==> src/rtl/dlx_pkg.sv <==
// dlx_pkg: opcode map, FSM states and tracker slot layout shared by the DLX hazard controller.
package dlx_pkg;
    localparam logic [5:0] OP_RTYPE   = 6'h00;
    localparam logic [5:0] OP_BEQZ    = 6'h04;
    localparam logic [5:0] OP_BNEZ    = 6'h05;
    localparam logic [5:0] OP_ALUI_LO = 6'h08;
    localparam logic [5:0] OP_ALUI_HI = 6'h0E;
    localparam logic [5:0] OP_LHI     = 6'h0F;
    localparam logic [5:0] OP_SETI_LO = 6'h18;
    localparam logic [5:0] OP_SETI_HI = 6'h1D;
    localparam logic [5:0] OP_LD_LO   = 6'h20;
    localparam logic [5:0] OP_LD_HI   = 6'h27;
    localparam logic [5:0] OP_ST_LO   = 6'h28;
    localparam logic [5:0] OP_ST_HI   = 6'h2F;
    localparam logic [5:0] OP_HALT    = 6'h3F;
    localparam int REG_W = 5;

    typedef enum logic [1:0] {ST_RUN, ST_DRAIN, ST_HALTED} state_t;

    typedef struct packed {
        logic             valid;
        logic             wr;
        logic             is_ld;
        logic             is_br;
        logic [REG_W-1:0] dreg;
    } slot_t;

    function automatic logic in_range(input logic [5:0] v, input logic [5:0] lo, input logic [5:0] hi);
        return v >= lo && v <= hi;
    endfunction
endpackage

==> src/rtl/dlx_instr_class.sv <==
// dlx_instr_class: decodes an opcode into the register-usage classes the interlock needs.
module dlx_instr_class
    import dlx_pkg::*;
(
    input  logic [0:5] op,
    input  logic [0:5] fc,
    output logic       writes_rd,
    output logic       uses_rs1,
    output logic       uses_rs2,
    output logic       is_ld,
    output logic       is_br,
    output logic       is_halt
);
    logic [5:0] o;
    logic       unused_fc;

    // The function code never changes register usage of an R-type instruction.
    assign unused_fc = ^fc;
    assign o         = op;
    assign is_ld     = in_range(o, OP_LD_LO, OP_LD_HI);
    assign is_br     = o == OP_BEQZ || o == OP_BNEZ;
    assign is_halt   = o == OP_HALT;
    assign writes_rd = o == OP_RTYPE || in_range(o, OP_ALUI_LO, OP_LHI)
                     || in_range(o, OP_SETI_LO, OP_SETI_HI) || is_ld;
    assign uses_rs1  = o == OP_RTYPE || is_br || in_range(o, OP_ALUI_LO, OP_ALUI_HI)
                     || in_range(o, OP_SETI_LO, OP_SETI_HI) || in_range(o, OP_LD_LO, OP_ST_HI);
    assign uses_rs2  = o == OP_RTYPE || in_range(o, OP_ST_LO, OP_ST_HI);
endmodule

==> src/rtl/dlx_hazard_ctrl.sv <==
// dlx_hazard_ctrl: DLX interlock, branch flush and HALT drain sequencer; state moves on negedge clock.
// Optional build macro DLX_FORWARD_EN: assume EX/MEM forwarding, interlock only on load-use.
module dlx_hazard_ctrl
    import dlx_pkg::*;
#(
    parameter int DRAIN_CYCLES = 3,
    parameter int STALL_CNT_W  = 16
) (
    input  logic                   clock,
    input  logic                   reset_n,
    input  logic                   id_valid,
    input  logic [0:5]             id_op,
    input  logic [0:5]             id_fc,
    input  logic [0:4]             id_rs1,
    input  logic [0:4]             id_rs2,
    input  logic [0:4]             id_rd,
    input  logic                   ex_cond,
    output logic                   pc_write,
    output logic                   ifid_write,
    output logic                   ifid_flush,
    output logic                   idex_bubble,
    output logic                   pc_sel_br,
    output logic                   halted,
    output logic [0:STALL_CNT_W-1] stall_cycles
);
    logic       writes_rd, uses_rs1, uses_rs2, is_ld, is_br, is_halt;
    logic       src1, src2, raw, running, flush, stall;
    logic       unused_bits;
    logic [2:0] drain_cnt;
    slot_t      id_slot, ex_slot, mem_slot;
    state_t     state;

    dlx_instr_class u_class (
        .op        (id_op),
        .fc        (id_fc),
        .writes_rd (writes_rd),
        .uses_rs1  (uses_rs1),
        .uses_rs2  (uses_rs2),
        .is_ld     (is_ld),
        .is_br     (is_br),
        .is_halt   (is_halt)
    );

    function automatic logic hit(input slot_t s, input logic [REG_W-1:0] r);
        return s.valid && s.wr && s.dreg == r;
    endfunction

    assign id_slot = '{valid: id_valid, wr: writes_rd && id_rd != '0, is_ld: is_ld, is_br: is_br, dreg: id_rd};
    assign src1    = uses_rs1 && id_rs1 != '0;
    assign src2    = uses_rs2 && id_rs2 != '0;
`ifdef DLX_FORWARD_EN
    assign raw = ex_slot.is_ld && ((src1 && hit(ex_slot, id_rs1)) || (src2 && hit(ex_slot, id_rs2)));
`else
    assign raw = (src1 && (hit(ex_slot, id_rs1) || hit(mem_slot, id_rs1)))
              || (src2 && (hit(ex_slot, id_rs2) || hit(mem_slot, id_rs2)));
`endif
    // The WB slot is absent on purpose: the regfile writes before it reads.
    assign unused_bits = ^mem_slot;
    assign running     = state == ST_RUN;
    assign flush       = running && ex_slot.valid && ex_slot.is_br && ex_cond;
    assign stall       = running && id_valid && raw && !flush;
    assign pc_write    = running && !stall;
    assign ifid_write  = running && !stall;
    assign ifid_flush  = flush;
    assign idex_bubble = !running || stall || flush;
    assign pc_sel_br   = flush;

    always_ff @(negedge clock or negedge reset_n) begin
        if (!reset_n) begin
            ex_slot      <= '0;
            mem_slot     <= '0;
            state        <= ST_RUN;
            drain_cnt    <= '0;
            halted       <= 1'b0;
            stall_cycles <= '0;
        end else begin
            mem_slot <= ex_slot;
            ex_slot  <= idex_bubble ? '0 : id_slot;
            if (stall && ~&stall_cycles)
                stall_cycles <= stall_cycles + 1'b1;
            case (state)
                ST_RUN: if (id_valid && is_halt && !stall && !flush) begin
                    state     <= ST_DRAIN;
                    drain_cnt <= 3'(DRAIN_CYCLES - 1);
                end
                ST_DRAIN: if (drain_cnt == '0) begin
                    state  <= ST_HALTED;
                    halted <= 1'b1;
                end else begin
                    drain_cnt <= drain_cnt - 1'b1;
                end
                default: state <= ST_HALTED;
            endcase
        end
    end
endmodule

==> config.mk <==
export PLATFORM = sky130hd
export DESIGN_NAME = dlx_hazard_ctrl
export DESIGN_NICKNAME = d
export VERILOG_FILES = /design/src/rtl/dlx_pkg.sv /design/src/rtl/dlx_instr_class.sv /design/src/rtl/dlx_hazard_ctrl.sv
export SDC_FILE = /design/constraint.sdc
export NUM_CORES = 1
export LEC_CHECK = 0
export ABC_AREA = 1
export CORE_AREA = 2 2 83 85
export CTS_BUF_LIST = sky130_fd_sc_hd__clkbuf_16
export CTS_CLUSTER_SIZE = 12
export DETAILED_ROUTE_END_ITERATION = 10
export DIE_AREA = 0 0 85 87
export GPL_TIMING_DRIVEN = 0
export PLACE_DENSITY = 0.75
export SLEW_MARGIN = 40
export SYNTH_ARGS = -nofsm -noshare
export SYNTH_HDL_FRONTEND = slang
export SYNTH_SLANG_ARGS = --single-unit
==> constraint.sdc <==
create_clock -name clock -period 5.3 [get_ports clock]
set_clock_uncertainty 0.1 [all_clocks]
set_input_delay 1.06 -clock clock [delete_from_list [all_inputs] [get_ports clock]]
set_output_delay 1.06 -clock clock [all_outputs]
set_load 0.005 [all_outputs]
==> results of run 1 <==
-- metrics by stage --
stage | setup WS (ns) | utilization | setup TNS (ns)
after floorplan | 0.1230 | - | 0
after global placement | -0.5961 | 0.4594 | -19.29
after detailed placement | -0.5810 | 0.4629 | -7.774
after CTS | -0.3760 | 0.5034 | -0.8415
after global routing | -0.4350 | 0.5171 | -1.199
final | -0.3447 | 0.5171 | -0.8845
-- area by class of cell --
type | count | area [sq um]
clock inverter | 3 | 13.76
sequential | 37 | 925.9
buffer | 3 | 26.28
multi-input combinational | 236 | 1346
fill | 587 | 3172
tap | 80 | 100.1
timing repair buffer | 65 | 629.4
clock buffer | 5 | 125.1
inverter | 60 | 230.2
-- routing by layer --
layer,track usage,routed length (microns),vias to the layer above
li1,-,-,1200
met1,0.2198,2599,1131
met2,0.2976,2982,71
met3,0.03128,347,15
met4,0.05916,123,0
met5,0,0,-
-- cells by family (layout without fill, tap and decap cells) --
family,count (synthesis),count (layout),synth area share
AO/OA/AOI/OAI,16,16,0.04328
flip-flops,37,37,0.3768
adder cells (fa/ha/maj),3,3,0.01528
buffers and inverters,63,136,0.1044
AND/OR/NAND/NOR,208,208,0.4282
XOR/XNOR,9,9,0.03208
-- how the worst max path moves through the flow --
stage	startpoint	endpoint	slack, ns	depth (start not counted)
3_3_place_gp	ex_slot[4]$_DFF_NN0_	pc_write	-0.60	11
5_1_grt	ex_slot[4]$_DFF_NN0_	pc_write	-0.44	11
6_report	ex_slot[4]$_DFF_NN0_	pc_write	-0.34	11
3_5_place_dp	ex_slot[4]$_DFF_NN0_	pc_write	-0.58	11
2_1_floorplan	state[1]$_DFFE_NN0P_	pc_write	0.12	7
4_1_cts	ex_slot[3]$_DFF_NN0_	pc_write	-0.38	11
-- report_power, final --
group	switching [W]	internal (W)	total, W
logic	0.0000281	0.0000213	0.0000495
clock network	0.000108	0.000170	0.000278
registers	0	0.000284	0.000284
total	0.000136	0.000476	0.000612
-- flip-flops by register name, indices dropped and copies added (netlist names) --
register / count
ex_slot: 8
state: 2
drain_cnt: 3
mem_slot: 7
stall_cycles: 16
halted: 1
-- repair_timing --
item / CTS / global route
pin swaps: 12 / 16
setup endpoints to repair: 6 / 27
setup buffers: 13 / 6
gates resized for setup: 43 / 18
-- Yosys cell counts (3+ instances only) --
| library cell | instances |
|---|---|
| o21ai_0 | 3 |
| nand2_2 | 4 |
| xor2_1 | 8 |
| nand3_1 | 21 |
| ha_1 | 3 |
| nor2_1 | 33 |
| o21ai_1 | 4 |
| inv_2 | 10 |
| nor3_1 | 10 |
| dfrtn_1 | 37 |
| inv_1 | 48 |
| nor2_2 | 8 |
| nand4_1 | 18 |
| a21oi_1 | 3 |
| nand3_4 | 3 |
| nand2_1 | 99 |
==> results by group, run 1 <==
Clock tree
  • CTS tree: done
  • H-tree depth: 2
  • Clk Latency, worst-skew pair: around 0.30 ns
  • Cts-stage hold buffer count: 0
  • Max Buffers Root-to-Sink: 2
  • CTS Buf Count: 5
  • CTS Root Cell: clkbuf_16
  • Clk sink count: 37
  • Clk slew on worst S/H paths: 0.04 ns

Synthesis
  • Cell Area, Synth: around 0.0025 sq mm
  • Netlist cell types: 34
  • Yosys top cell by area: dfrtn_1
  • Yosys top cell area share: 0.3768
  • Synth Flop Type: dfrtn_1
  • Syn avg cell area: 7.314 sq um
  • Top post-synthesis cells by area: dfrtn_1 (38%), nand2_1 (15%), inv_1 (7.3%)
  • Post-synthesis async set-or-reset flop share: 1.000
  • Post-synth EDFFs: 0
  • Cells after Synth: ~340
  • Seq/Total Area, Yosys: 0.3768
  • Yosys warnings: 0
  • Synth Net Count: 370
  • Seq cells post-synth: 37

Flow run
  • Max-Cap Viols: 0

Worst setup path
  • CP max FO: 3
  • R2R cell count: 9
  • Crit Reg-Reg Endpoint: stall_cycles[9]$_DFFE_NN0P_
  • Max incr delay on CP: approximately 0.4 ns
  • WP buf/inv: 3
  • Setup crit start kind: flip-flop
  • Cell family with most CP delay: simple AND/OR/NAND/NOR gates
  • Reg-to-Reg Start: stall_cycles[15]$_DFFE_NN0P_
  • Data required time of the critical path: between 4 and 5 ns
  • CP Cell Sequence: buf_6 -> nand2_1 -> nand2_2 -> a21oi_2 -> nand3_1 -> nand2_2 -> nand2_4 -> a21oi_4 -> nor2_2 -> buf_4 -> buf_6
  • Reg2Reg Setup Slack: around 3.3 ns
  • Slowest cell on crit path: dfrtn_1
  • WP data arrival: ~4.5 ns
  • Crit end category: output pin
  • Worst setup path class: reg2out

Layout
  • Commonest non-fill, non-tap cell in the layout: nand2_1
  • Final std cells w/o fill: slightly below 500
  • Layout area overhead: 38.24%
  • ANT cells: 0
  • Nets: about 440
  • Fin area: roughly 0.0034 sq mm
  • Share of cells above drive strength 1: 0.2225
  • Most frequent cells in the layout: nand2_1 (94), inv_1 (46), dfrtn_1 (37), nor2_1 (27), clkdlybuf4s50_1 (24)

Placement
  • Placer congestion estimate: roughly 0.9
  • Inst Count DP: ~460
  • Cell Area, Placed: approximately 0.003 sq mm
  • DP Wirelength: 4.325 mm
  • I/O Buffers: 46

Routing
  • Final WL: about 6 mm
  • Total number of vias: roughly 2.4k
  • DRT Pass-1 Iters: 4
  • DRC violations left: 0
  • Initial DRC Count: between 150 and 200
  • DR WL/cell: between 10 and 15 microns
  • Antenna viol nets, final: 0
  • Vias per inst: 4.943

STA
  • Fin. Hold Viols: 0
  • Slew headroom: 0.6889
  • Max-slew violation count: 0
  • Setup Viol. Count Final: 3
  • Unrepaired setup endpoints after global routing: true
  • Final setup margin: -0.3447 ns
  • Least-Margin Pin Slew: roughly 0.47 ns
  • Hold Slack: ~0.22 ns

Pwr
  • Leak Pwr: 1.655 nW
  • Power, Total: ~0.0006 W
  • VDD IR max: 116.5 uV
  • Power Density: 180.2 mW/mm^2

Global route
  • Initial antenna violation count: 0
  • Vias in the first global route: 2401
  • Largest net degree at the start of global routing: 21
  • First-pass GRT wire length: around 10 mm
  • Gr usage total: 0.1732
  • Grt total ovfl: 0

Floorplanning
  • Die W: 85 microns
  • Core ar.: 0.006569 sq mm
  • Site Rows: 30
  • Die Ht: around 87 microns
  • Io pins: 53
  • Die area: ~0.0074 sq mm
  • Initial Util: 0.3741

Hold path
  • Worst Hold Endpoint: mem_slot[7]$_DFF_NN0_
  • HP Start: ex_slot[7]$_DFF_NN0_
  • Hold depth: 0
  • Hold WC Path Type: reg2reg

Run status
  • Status: finished, violations left
  • Failing checks: negative setup slack
(Power assumes the default switching activity.)
==> run 2, diff against run 1 <==
Settings changed: HOLD_SLACK_MARGIN from default to 0.05.
==> results of run 2 <==
No change in the layout: final DEF, timing and power equal those of run 1.
